$ cat config.mk
export PLATFORM = sky130hd
export DESIGN_NAME = cursor_tracker
export DESIGN_NICKNAME = d
export VERILOG_FILES = /design/src/rtl/cursor_tracker.sv
export SDC_FILE = /design/constraint.sdc
export NUM_CORES = 1
export LEC_CHECK = 0
export BUFFER_PORTS_ARGS = -buffer_cell sky130_fd_sc_hd__clkbuf_2
export CAP_MARGIN = 15
export CORE_MARGIN = 1
export CORE_UTILIZATION = 45
export DETAILED_ROUTE_END_ITERATION = 10
export PLACE_DENSITY = 0.75
export SLEW_MARGIN = 40
export SYNTH_ARGS = -nofsm -noshare
export SYNTH_HDL_FRONTEND = slang
export SYNTH_SLANG_ARGS = --single-unit
$ cat constraint.sdc
create_clock -name Clk -period 5.75 [get_ports Clk]
set_clock_uncertainty 0.2 [all_clocks]
set_input_delay 1.15 -clock Clk [delete_from_list [all_inputs] [get_ports Clk]]
set_output_delay 1.15 -clock Clk [all_outputs]
set_load 0.1 [all_outputs]
$ cat src/rtl/cursor_tracker.sv
// Cursor position tracker: synchronises a mouse packet strobe and applies clamped X/Y moves.
// Optional CURSOR_ACCEL_EN doubles magnitudes of 32 or more before they are applied.
module cursor_tracker #(
  parameter int H_MAX  = 639,
  parameter int V_MAX  = 479,
  parameter int X_INIT = 320,
  parameter int Y_INIT = 240
) (
  input  logic       Clk,
  input  logic       Rst_n,
  input  logic       Pkt_Strobe,
  input  logic       Izquierda,
  input  logic       Abajo,
  input  logic [7:0] MagX,
  input  logic [7:0] MagY,
  input  logic       Click,
  output logic [9:0] PosX,
  output logic [9:0] PosY,
  output logic       Upd_Valid,
  output logic       Click_Pulse,
  output logic       Pkt_Drop
);

  typedef enum logic [2:0] {IDLE, CAPTURE, CALC, CLAMP, COMMIT} state_t;

  localparam logic signed [11:0] X_LIM = 12'(H_MAX);
  localparam logic signed [11:0] Y_LIM = 12'(V_MAX);

  state_t state, state_nxt;

  logic sync1, sync2, sync3;
  logic filled, armed;
  logic strobe_edge;

  logic       cap_left, cap_down, cap_click, prev_click;
  logic [7:0] cap_mx, cap_my;
  logic [8:0] eff_mx, eff_my;
  logic signed [11:0] tgt_x, tgt_y;
  logic [9:0] clp_x, clp_y;

  // Edges only count once a genuine low has been sampled after reset, so a strobe
  // still high when reset is released is not mistaken for a new packet.
  always_ff @(posedge Clk or negedge Rst_n) begin
    if (!Rst_n) begin
      sync1  <= 1'b0;
      sync2  <= 1'b0;
      sync3  <= 1'b0;
      filled <= 1'b0;
      armed  <= 1'b0;
    end else begin
      // NOTE: sequential state uses non-blocking assignments so every flop samples pre-edge values.
      sync1  <= Pkt_Strobe;
      sync2  <= sync1;
      sync3  <= sync2;
      filled <= 1'b1;
      if (filled && !sync1) armed <= 1'b1;
    end
  end

  assign strobe_edge = sync2 & ~sync3 & armed;
  assign Pkt_Drop    = strobe_edge & (state != IDLE);

  always_ff @(posedge Clk or negedge Rst_n) begin
    if (!Rst_n) state <= IDLE;
    else        state <= state_nxt;
  end

  always_comb begin
    // NOTE: default first so no path through the case leaves state_nxt unassigned (no latch).
    state_nxt = state;
    case (state)
      IDLE:    if (strobe_edge) state_nxt = CAPTURE;
      CAPTURE: state_nxt = CALC;
      CALC:    state_nxt = CLAMP;
      CLAMP:   state_nxt = COMMIT;
      COMMIT:  state_nxt = IDLE;
      default: state_nxt = IDLE;
    endcase
  end

`ifdef CURSOR_ACCEL_EN
  assign eff_mx = (cap_mx >= 8'd32) ? {cap_mx, 1'b0} : {1'b0, cap_mx};
  assign eff_my = (cap_my >= 8'd32) ? {cap_my, 1'b0} : {1'b0, cap_my};
`else
  assign eff_mx = {1'b0, cap_mx};
  assign eff_my = {1'b0, cap_my};
`endif

  always_ff @(posedge Clk or negedge Rst_n) begin
    if (!Rst_n) begin
      PosX        <= 10'(X_INIT);
      PosY        <= 10'(Y_INIT);
      Upd_Valid   <= 1'b0;
      Click_Pulse <= 1'b0;
      cap_left    <= 1'b0;
      cap_down    <= 1'b0;
      cap_click   <= 1'b0;
      prev_click  <= 1'b0;
      cap_mx      <= '0;
      cap_my      <= '0;
      tgt_x       <= '0;
      tgt_y       <= '0;
      clp_x       <= '0;
      clp_y       <= '0;
    end else begin
      Upd_Valid   <= 1'b0;
      Click_Pulse <= 1'b0;
      case (state)
        CAPTURE: begin
          cap_left  <= Izquierda;
          cap_down  <= Abajo;
          cap_mx    <= MagX;
          cap_my    <= MagY;
          cap_click <= Click;
        end
        CALC: begin
          tgt_x <= cap_left ? $signed({2'b00, PosX}) - $signed({3'b000, eff_mx})
                            : $signed({2'b00, PosX}) + $signed({3'b000, eff_mx});
          tgt_y <= cap_down ? $signed({2'b00, PosY}) + $signed({3'b000, eff_my})
                            : $signed({2'b00, PosY}) - $signed({3'b000, eff_my});
        end
        CLAMP: begin
          clp_x <= tgt_x[11] ? '0 : (tgt_x > X_LIM) ? 10'(H_MAX) : tgt_x[9:0];
          clp_y <= tgt_y[11] ? '0 : (tgt_y > Y_LIM) ? 10'(V_MAX) : tgt_y[9:0];
        end
        COMMIT: begin
          PosX        <= clp_x;
          PosY        <= clp_y;
          Upd_Valid   <= 1'b1;
          Click_Pulse <= cap_click & ~prev_click;
          prev_click  <= cap_click;
        end
        default: ;
      endcase
    end
  end

endmodule

==> run metrics <==
most frequent cells after synthesis 88 x dfrtp_1, 77 x nand2_1, 49 x o21ai_0, 37 x inv_1, 35 x nor2_1; crit path DAT 1.51 ns; Synth area leaders dfrtp_1 43%, ha_1 7.9%, nand2_1 5.7%; Post-CTS Hold Buffers 0; area share of the largest cell type after synthesis 0.434; DIE WIDTH 108 µm; Rel. slew slack 0.512; CTS root buffer clkbuf_16; Initial Util 0.464; cts bufs inserted 9; share of flip-flops with an asynchronous set or reset 1.00; worst r2r path cells 9; Post-Synthesis Cells 525; post-layout min period 2.86 ns; fin. max-slew vios 0; first-pass GRT wire length 17.9 mm; P&R area growth vs syn 12.0%; row cnt 38; hold path startpoint sync1$_DFF_PN0_; Post-CTS Setup Bufs 0; area taken by multi-input logic gates 2460 µm²; Worst Tran Pin Value 0.731 ns; Final HPWL DP 7.51 mm; vias per cell 5.49; Crit Reg-Reg Endpoint tgt_x[6]$_DFFE_PN0N_; n_diodes 0; maxcap violations 0; DP Cell Count 686; CP bufs+invs 1; Final Cell Area 5690 µm²; worst path cell trace o31a_1, clkbuf_2; fill count 1009; register bit total from synthesis 94; core area 10900 µm²; final setup vio count 0; total gr overflow 0; reg-to-reg setup timing slack 3.23 ns; met1 usage 0.247; met3 GRT Util 0.0368; initial antenna violation count 0; top_reg_cell synth dfrtp_1; WS Path Type flop to primary output; Reg clk slew, reported paths 0.07 ns; Hold Path End sync2$_DFF_PN0_; count leader, synth dfrtp_1; met2 Usage GRT 0.330; Hold Crit Depth 0; layout cells sized above 1 0.183; Max Clock Freq 349 MHz; EDFF count, synth 0; post-synthesis net count 583; gr usage total 0.194; Critical R2R Launch PosX[0]$_DFFE_PN0P_; fin crit share 0.498; cts repair resizes 0; Avg Cell Area, Syn 9.67 µm²; Vias 3858; die area 11700 µm²; CP Capture Type primary output; synth unique cells 61; status complete, no violations; WL final 10.7 mm; yosys warns 0; Final Hold Fails 0; CP startpoint kind flop; CTS tree yes; clock sinks 94; Die H 108 µm; Data required, critical path 4.40 ns; Crit path max-delay family flip-flops; routed len/inst 15.2 µm; worst stage delay on the critical path 0.55 ns; RSZ-0062 raised after global routing no; I/O pins 45; largest net degree at the start of global routing 55; DR iter-0 viols 207; CP max stage cell dfrtp_1; Layout Utilization 0.520; Final Wtd Congestion 0.882; Nets 616; vias in the first global route 3832; Hold Path Class flop to flop; sequential-to-total area share from yosys stat 0.465; ANT nets after route 0; # DRC 0; Crit Path Max Fanout 8; global routing's busiest layer met2; DR pass1 iterations 7; setup_tns 0 ns; final std cells w/o fill 703; Max Root-Sink Buffers 2; clock insertion delay at the later pin of the skew report 0.34 ns; number of port buffers 44; Post-DP Area 5400 µm²; Synth area leader dfrtp_1; H-Tree Depth 3; mapped cell area 5080 µm²; Register Area 2360 µm²
==> worst max path at each step <==
stage | to | slack (ns) | from | depth (start not counted)
after floorplan | tgt_x[6]$_DFFE_PN0N_ | 2.78 | PosX[1]$_DFFE_PN0P_ | 8
after global placement | prev_click$_DFFE_PN0P_ | 3.27 | state[1]$_DFFE_PN0P_ | 3
after detailed placement | tgt_y[6]$_DFFE_PN0N_ | 3.23 | Rst_n | 2
after CTS | Pkt_Drop | 2.88 | state[1]$_DFFE_PN0P_ | 2
after global routing | Pkt_Drop | 2.82 | state[1]$_DFFE_PN0P_ | 2
final | Pkt_Drop | 2.89 | state[1]$_DFFE_PN0P_ | 2
==> layout by cell type (no fill, tap or decap), types with 3 or more instances in the layout <==
cell / n
nand3_1: 8
inv_1: 37
nor2b_1: 6
a211oi_1: 6
and2_1: 3
nor3_1: 5
o21ai_1: 4
xnor2_1: 11
o31ai_1: 17
xor2_1: 4
o21ai_0: 49
clkbuf_16: 9
nand2_1: 77
fa_1: 4
o221ai_1: 3
a21o_1: 6
dfstp_2: 6
a21oi_1: 19
buf_4: 6
ha_1: 32
nand2b_1: 8
mux2_2: 22
nor2_1: 35
a31oi_1: 3
dfrtp_1: 88
clkbuf_2: 43
==> metal layers <==
| metal | vias up | wire [µm] | share of wire |
|---|---|---|---|
| li1 | 1869 | - | - |
| met1 | 1847 | 4910 | 0.46 |
| met2 | 121 | 5060 | 0.47 |
| met3 | 21 | 523 | 0.049 |
| met4 | 0 | 225 | 0.021 |
| met5 | - | 0 | 0 |
==> through the flow <==
step	setup WS, ns	hold WS [ns]
floorplan	2.78	0.154
global placement	3.27	0.158
global route	2.82	0.191
CTS	2.88	0.180
detailed placement	3.23	0.165
finish	2.89	0.180
==> sequential cells by signal (all words and copies together), names as in the netlist, 3 cells and up <==
signal  cells
cap_my      8
PosY       10
tgt_x      12
tgt_y      12
state       3
PosX       10
cap_mx      8
clp_x      10
clp_y      10
==> area by class of cell <==
type	count	share of cell area
repair buffers	50	0.0477
multi-input cells	365	0.433
flip-flops and latches	94	0.415
clock buffers	10	0.0402
inverters	38	0.0251
clock inverters	6	0.00814
well taps	140	0.0308
==> cells by family (layout without fill, tap and decap cells) <==
group	count (synthesis)	after routing	synth area share
AND/OR/NAND/NOR	157	157	0.137
AO/OA/AOI/OAI	133	133	0.172
flip-flops	94	94	0.465
buffers and inverters	66	104	0.0535
adder cells (fa/ha/maj)	36	36	0.0946
multiplexers	23	23	0.0508
XOR/XNOR	15	15	0.0259
other	1	1	0.000738
Power is not shown: default switching activity piles up to over one toggle a cycle in this logic, so the estimate is an artifact.
